==> src/rtl/ksa_pkg.sv <==
`default_nettype none
// ============================================================================
// Module      : ksa_pkg
// Description : Shared constants, generate/propagate type and helpers for the
//               pipelined Kogge-Stone adder/subtractor.
// Revision    : 1.0 - initial release
// ============================================================================
package ksa_pkg;

    localparam logic OP_ADD = 1'b0;
    localparam logic OP_SUB = 1'b1;

    typedef struct packed {
        logic g;
        logic p;
    } gp_t;

    function automatic int nseg(input int width, input int seg_w);
        return width / seg_w;
    endfunction

    // Prefix operator: hi covers the more significant span.
    function automatic gp_t gp_merge(input gp_t hi, input gp_t lo);
        gp_t r;
        r.g = hi.g | (hi.p & lo.g);
        r.p = hi.p & lo.p;
        return r;
    endfunction

endpackage
`default_nettype wire

==> src/rtl/ksa_segment.sv <==
`default_nettype none
// ============================================================================
// Module      : ksa_segment
// Description : Combinational SEG_W-bit Kogge-Stone adder with carry-in and
//               carry-into-MSB output.
// Revision    : 1.0 - initial release
// ============================================================================
module ksa_segment
    import ksa_pkg::*;
#(
    parameter int SEG_W = 8
) (
    input  logic [SEG_W-1:0] a,
    input  logic [SEG_W-1:0] b,
    input  logic             ci,
    output logic [SEG_W-1:0] s,
    output logic             co,
    output logic             c_msb
);

    localparam int c_lvls = $clog2(SEG_W);

    gp_t              w_gp0 [SEG_W];
    gp_t              w_gpf [SEG_W];
    logic [SEG_W:0]   w_c;

    for (genvar i = 0; i < SEG_W; i++) begin : g_bit
        assign w_gp0[i] = '{g: a[i] & b[i], p: a[i] ^ b[i]};
    end

    for (genvar l = 0; l < c_lvls; l++) begin : g_lvl
        localparam int c_dist = 1 << l;
        gp_t w_prev [SEG_W];
        gp_t w_gp   [SEG_W];

        if (l == 0) begin : g_first
            assign w_prev = w_gp0;
        end else begin : g_next
            assign w_prev = g_lvl[l-1].w_gp;
        end

        for (genvar i = 0; i < SEG_W; i++) begin : g_node
            if (i >= c_dist) begin : g_merge
                assign w_gp[i] = gp_merge(w_prev[i], w_prev[i-c_dist]);
            end else begin : g_pass
                assign w_gp[i] = w_prev[i];
            end
        end
    end

    if (c_lvls == 0) begin : g_flat
        assign w_gpf = w_gp0;
    end else begin : g_tree
        assign w_gpf = g_lvl[c_lvls-1].w_gp;
    end

    // Group terms span bit 0..i, so the segment carry-in folds in once here.
    assign w_c[0] = ci;
    for (genvar i = 0; i < SEG_W; i++) begin : g_sum
        assign w_c[i+1] = w_gpf[i].g | (w_gpf[i].p & ci);
        assign s[i]     = w_gp0[i].p ^ w_c[i];
    end

    assign co    = w_c[SEG_W];
    assign c_msb = w_c[SEG_W-1];

endmodule
`default_nettype wire

==> src/rtl/ksa_pipe_adder.sv <==
`default_nettype none
// ============================================================================
// Module      : ksa_pipe_adder
// Description : Pipelined segmented Kogge-Stone adder/subtractor, one segment
//               per stage, with valid/ready handshake and backpressure.
// Revision    : 1.0 - initial release
// ============================================================================
module ksa_pipe_adder
    import ksa_pkg::*;
#(
    parameter int WIDTH = 48,
    parameter int SEG_W = 8
) (
    input  logic             clk,
    input  logic             rst,
    input  logic             in_valid,
    output logic             in_ready,
    input  logic [WIDTH-1:0] a,
    input  logic [WIDTH-1:0] b,
    input  logic             ci,
    input  logic             sub,
    output logic             out_valid,
    input  logic             out_ready,
    output logic [WIDTH-1:0] s,
    output logic             co,
    output logic             ovf
);

    localparam int c_nseg = nseg(WIDTH, SEG_W);

    if ((WIDTH % SEG_W) != 0 || WIDTH < SEG_W) begin : g_bad_cfg
        $error("ksa_pipe_adder: WIDTH must be a non-zero multiple of SEG_W");
    end

    logic             w_advance;
    logic [WIDTH-1:0] w_b_eff;
    logic             w_ci_eff;

    assign w_advance = !out_valid || out_ready;
    assign in_ready  = w_advance;
    assign w_b_eff   = (sub == OP_SUB) ? ~b : b;
    assign w_ci_eff  = (sub == OP_SUB) ? ~ci : ci;

    for (genvar k = 0; k < c_nseg; k++) begin : g_stage
        localparam int c_in_w = (c_nseg - k) * SEG_W;
        localparam int c_s_w  = (k + 1) * SEG_W;

        logic [c_in_w-1:0] w_a_in;
        logic [c_in_w-1:0] w_b_in;
        logic              w_ci_in;
        logic              w_vld_in;
        logic [SEG_W-1:0]  w_sum;
        logic              w_co;
        logic              w_cmsb;
        logic [c_s_w-1:0]  w_s_nxt;
        logic              r_vld;
        logic              r_cy;
        logic [c_s_w-1:0]  r_s;

        ksa_segment #(
            .SEG_W (SEG_W)
        ) u_seg (
            .a     (w_a_in[SEG_W-1:0]),
            .b     (w_b_in[SEG_W-1:0]),
            .ci    (w_ci_in),
            .s     (w_sum),
            .co    (w_co),
            .c_msb (w_cmsb)
        );

        if (k == 0) begin : g_head
            assign w_a_in   = a;
            assign w_b_in   = w_b_eff;
            assign w_ci_in  = w_ci_eff;
            assign w_vld_in = in_valid;
            assign w_s_nxt  = w_sum;
        end else begin : g_body
            assign w_a_in   = g_stage[k-1].g_skew.r_a_hi;
            assign w_b_in   = g_stage[k-1].g_skew.r_b_hi;
            assign w_ci_in  = g_stage[k-1].r_cy;
            assign w_vld_in = g_stage[k-1].r_vld;
            // Finished lower segments ride along so s leaves the pipe whole.
            assign w_s_nxt  = {w_sum, g_stage[k-1].r_s};
        end

        always_ff @(posedge clk or negedge rst) begin
            if (!rst) begin
                r_vld <= 1'b0;
                r_cy  <= 1'b0;
                r_s   <= '0;
            end else if (w_advance) begin
                r_vld <= w_vld_in;
                r_cy  <= w_co;
                r_s   <= w_s_nxt;
            end
        end

        if (k < c_nseg - 1) begin : g_skew
            localparam int c_hi_w = c_in_w - SEG_W;
            logic [c_hi_w-1:0] r_a_hi;
            logic [c_hi_w-1:0] r_b_hi;
            logic              w_unused_cmsb;

            assign w_unused_cmsb = w_cmsb;

            always_ff @(posedge clk or negedge rst) begin
                if (!rst) begin
                    r_a_hi <= '0;
                    r_b_hi <= '0;
                end else if (w_advance) begin
                    r_a_hi <= w_a_in[c_in_w-1:SEG_W];
                    r_b_hi <= w_b_in[c_in_w-1:SEG_W];
                end
            end
        end else begin : g_tail
            logic r_ovf;

            always_ff @(posedge clk or negedge rst) begin
                if (!rst) begin
                    r_ovf <= 1'b0;
                end else if (w_advance) begin
                    r_ovf <= w_cmsb ^ w_co;
                end
            end
        end
    end

    assign out_valid = g_stage[c_nseg-1].r_vld;
    assign s         = g_stage[c_nseg-1].r_s;
    assign co        = g_stage[c_nseg-1].r_cy;
    assign ovf       = g_stage[c_nseg-1].g_tail.r_ovf;

endmodule
`default_nettype wire

==> config.mk <==
export PLATFORM = sky130hd
export DESIGN_NAME = ksa_pipe_adder
export DESIGN_NICKNAME = d
export VERILOG_FILES = /design/src/rtl/ksa_pkg.sv /design/src/rtl/ksa_segment.sv /design/src/rtl/ksa_pipe_adder.sv
export SDC_FILE = /design/constraint.sdc
export NUM_CORES = 1
export LEC_CHECK = 0
export BUFFER_PORTS_ARGS = -buffer_cell sky130_fd_sc_hd__buf_2
export CORE_UTILIZATION = 40
export CTS_CLUSTER_SIZE = 24
export DETAILED_ROUTE_END_ITERATION = 10
export PLACE_DENSITY = 0.55
export REMOVE_ABC_BUFFERS = 1
export SETUP_SLACK_MARGIN = 0.5
export SKIP_CTS_REPAIR_TIMING = 1
export SLEW_MARGIN = 20
export SYNTH_ARGS = -nofsm -noshare
export SYNTH_HDL_FRONTEND = slang
export SYNTH_HIERARCHICAL = 1
export SYNTH_SLANG_ARGS = --single-unit
==> constraint.sdc <==
create_clock -name clk -period 3.65 [get_ports clk]
set_input_delay 0.5475 -clock clk [delete_from_list [all_inputs] [get_ports clk]]
set_output_delay 0.5475 -clock clk [all_outputs]
set_load 0.1 [all_outputs]
==> metrics <==
placed insts between 1,500 and 2,000; # rows ~80; HPWL after detailed placement between 15,000 and 20,000 um; final wirelength 30,500 um; Clk pin slew, worst setup/hold paths around 0.06 ns; worst-margin pin slew 0.824 ns; top_reg_cell synth dfrtp_1; Post-synth ARST share 100%; CTS tree built; First DRT Iteration DRCs approximately 350; period utilization between 70% and 80%; Root Driver clkbuf_16; switch share a little over a third; Synth top area share between 50 and 60%; I/O pin cnt roughly 150; Setup Total Neg Slack 0 ns; library cells used by synthesis 26; sequential-to-total area share from yosys stat 56.6%; NetSw a little under 8 mW; Antenna Cells 0; post-route ant nets 0; Mapped Cells between 1,000 and 1,500; Total GRT Usage between 10% and 20%; crit path cell chain nor2b_4, inv_8, buf_2; R2R cell count 4; FMAX roughly 0.38 GHz; Final Max Slew Viols 0; status completed; Final Net Count about 1,500; Multi-input gate area about 0.0074 mm^2; RSZ-0062 raised after global routing false; # DRC 0; Hold Path Stages 2; CP startpoint kind register; deepest clock path buffer count 3; area grow syn2layout 15.2%; most used standard cell by instance count after synthesis dfrtp_1; Clock Latency Late Sink about 0.56 ns; DIE HEIGHT 218 um; CTS Buf Count 47; grt ovf 0; worst-path fanout max 58; Synth area leaders dfrtp_1, mux2_2, mux2_4; Clock Power Share between 20% and 30%; Die X about 220 um; Post-synth EDFFs 0; Lkg Pwr 9.84 nW; Slew Limit Headroom a little under half; RePlAce Congestion 0.737; final hold vios 0; H-tree levels 2; initial antenna violation count 3; critical path capture point type output port; Hold Crit Class in -> reg; syn avg cell area 16.0 um^2; fill count approximately 4,000; core region area about 0.046 mm^2; Commonest cells post-synth dfrtp_1, mux2_2, mux2_4; Syn. warnings 6; fin cells about 2,000; slowest stage delay, CP around 0.53 ns; # setup viols final 0; Initial DRT Pass Iterations 4; initial core utilization around two fifths; I/O Buffers 153; Seq pwr share a little over a third; vias in the first global route 10,100; Min Clock Period, post-route about 2.6 ns; via count 9,320; Worst VDD drop roughly 0.00083 V; share of cells above drive strength 1 51.8%; die area between 0.04 and 0.05 mm^2; post-DR wirelength/cell ~16 um; crit path DAT 2.05 ns; kind of critical path reg -> out; Setup Skew around 0.014 ns; synthesized flop and latch total ~420; power per standard cell area 1040 mW/mm^2; critical path's slowest cell buf_2; Sink Count ~420; first-pass GRT wire length about 52,000 um; Netlist Area Pre-Place 0.0186 mm^2; Critical Path RT between 3 and 4 ns; Logic pwr share between 40% and 50%; max-cap violations 0; most area-hungry cell type in the Yosys netlist dfrtp_1; Internal around 14 mW; vias per inst ~4.7; largest net degree at the start of global routing 128; register area between 0.01 and 0.015 mm^2
==> sequential cells by signal (all words and copies together), names as in the netlist, 5 cells and up <==
register and count:
g_stage.g_skew.r_a_hi 120, g_stage.g_skew.r_b_hi 120, g_stage.r_cy 5, s 48, g_stage.r_s 120, g_stage.r_vld 5
==> cell type report <==
cell class,instances,area share [%]
Timing Repair Buffer,172,4.60
Inverter,25,0.473
Tap cell,600,3.50
Clock inverter,19,1.17
Multi-Input combinational cell,664,34.7
Sequential cell,421,49.1
Clock buffer,66,6.43
==> critical path: cells and delay by family, from the launching register on <==
kind          cells  cell delay, ns
buf+inv           2            0.95
flops             1            0.37
simple gates      1            0.15
==> layout by cell type (no fill, tap or decap), types with 24 or more instances in the layout <==
cell / synthesis / layout
xnor2_1: 24 / 24
mux2_2: 319 / 319
ha_1: 48 / 48
clkbuf_16: 0 / 47
buf_2: 7 / 151
inv_1: 24 / 24
dfrtp_1: 421 / 421
a21o_1: 24 / 24
xor2_1: 56 / 56
mux2_4: 101 / 101
==> worst paths after layout <==
kind                             startpoint                            to  slack, ns
min in group asynchronous               rst              g_stage[2].r_vld       0.55
max reg2reg                       out_valid  g_stage[2].g_skew.r_b_hi[14]       1.50
max in group asynchronous               rst   g_stage[0].g_skew.r_b_hi[1]       2.03
min                                   a[47]  g_stage[0].g_skew.r_a_hi[39]       0.21
min reg2reg                g_stage[4].r_vld                     out_valid       0.47
max                               out_valid                      in_ready       1.05
==> power by group through the flow <==
stage                     combinational (mW)  sequential, mW  clock (mW)
after floorplan                         6.38            9.85           0
after global placement                  9.38            8.05           0
after detailed placement                9.53            8.10           0
after CTS                               9.57            8.03        5.09
after global routing                    10.2            8.31        5.27
final                                   9.41            7.98        4.90
==> logic make-up (layout without fill, tap and decap cells) <==
family	count (synthesis)	in the layout	synth area share, %
flops	421	421	56.6
mux	420	420	27.4
xor+xnor	86	86	4.29
buf+inv	78	282	3.49
fa+ha+maj	54	54	3.87
compound gates	54	54	2.70
simple gates	50	50	1.61
==> metal layers <==
metal,vias up,track usage (%),routed length (um)
met4,4,4.85,685
met3,52,3.03,1380
li1,4410,-,-
met2,138,21.8,13900
met1,4716,18.4,14500
met5,-,0,22
==> through the flow <==
stage                     util (%)  hold slack, ns  total power [mW]  worst slack (ns)  cell area [um^2]
after floorplan                  -           0.252              16.2            -10.12             18100
after global placement        43.3           0.455              17.4              1.16             19800
after detailed placement      43.3           0.458              17.6              1.12             19800
after CTS                     46.9         -0.0413              22.7             0.946             21400
after global routing          46.9           0.177              23.8             0.919             21400
final                         46.9           0.209              22.3              1.05             21400
No activity file was read; power rests on OpenSTA's default activity.
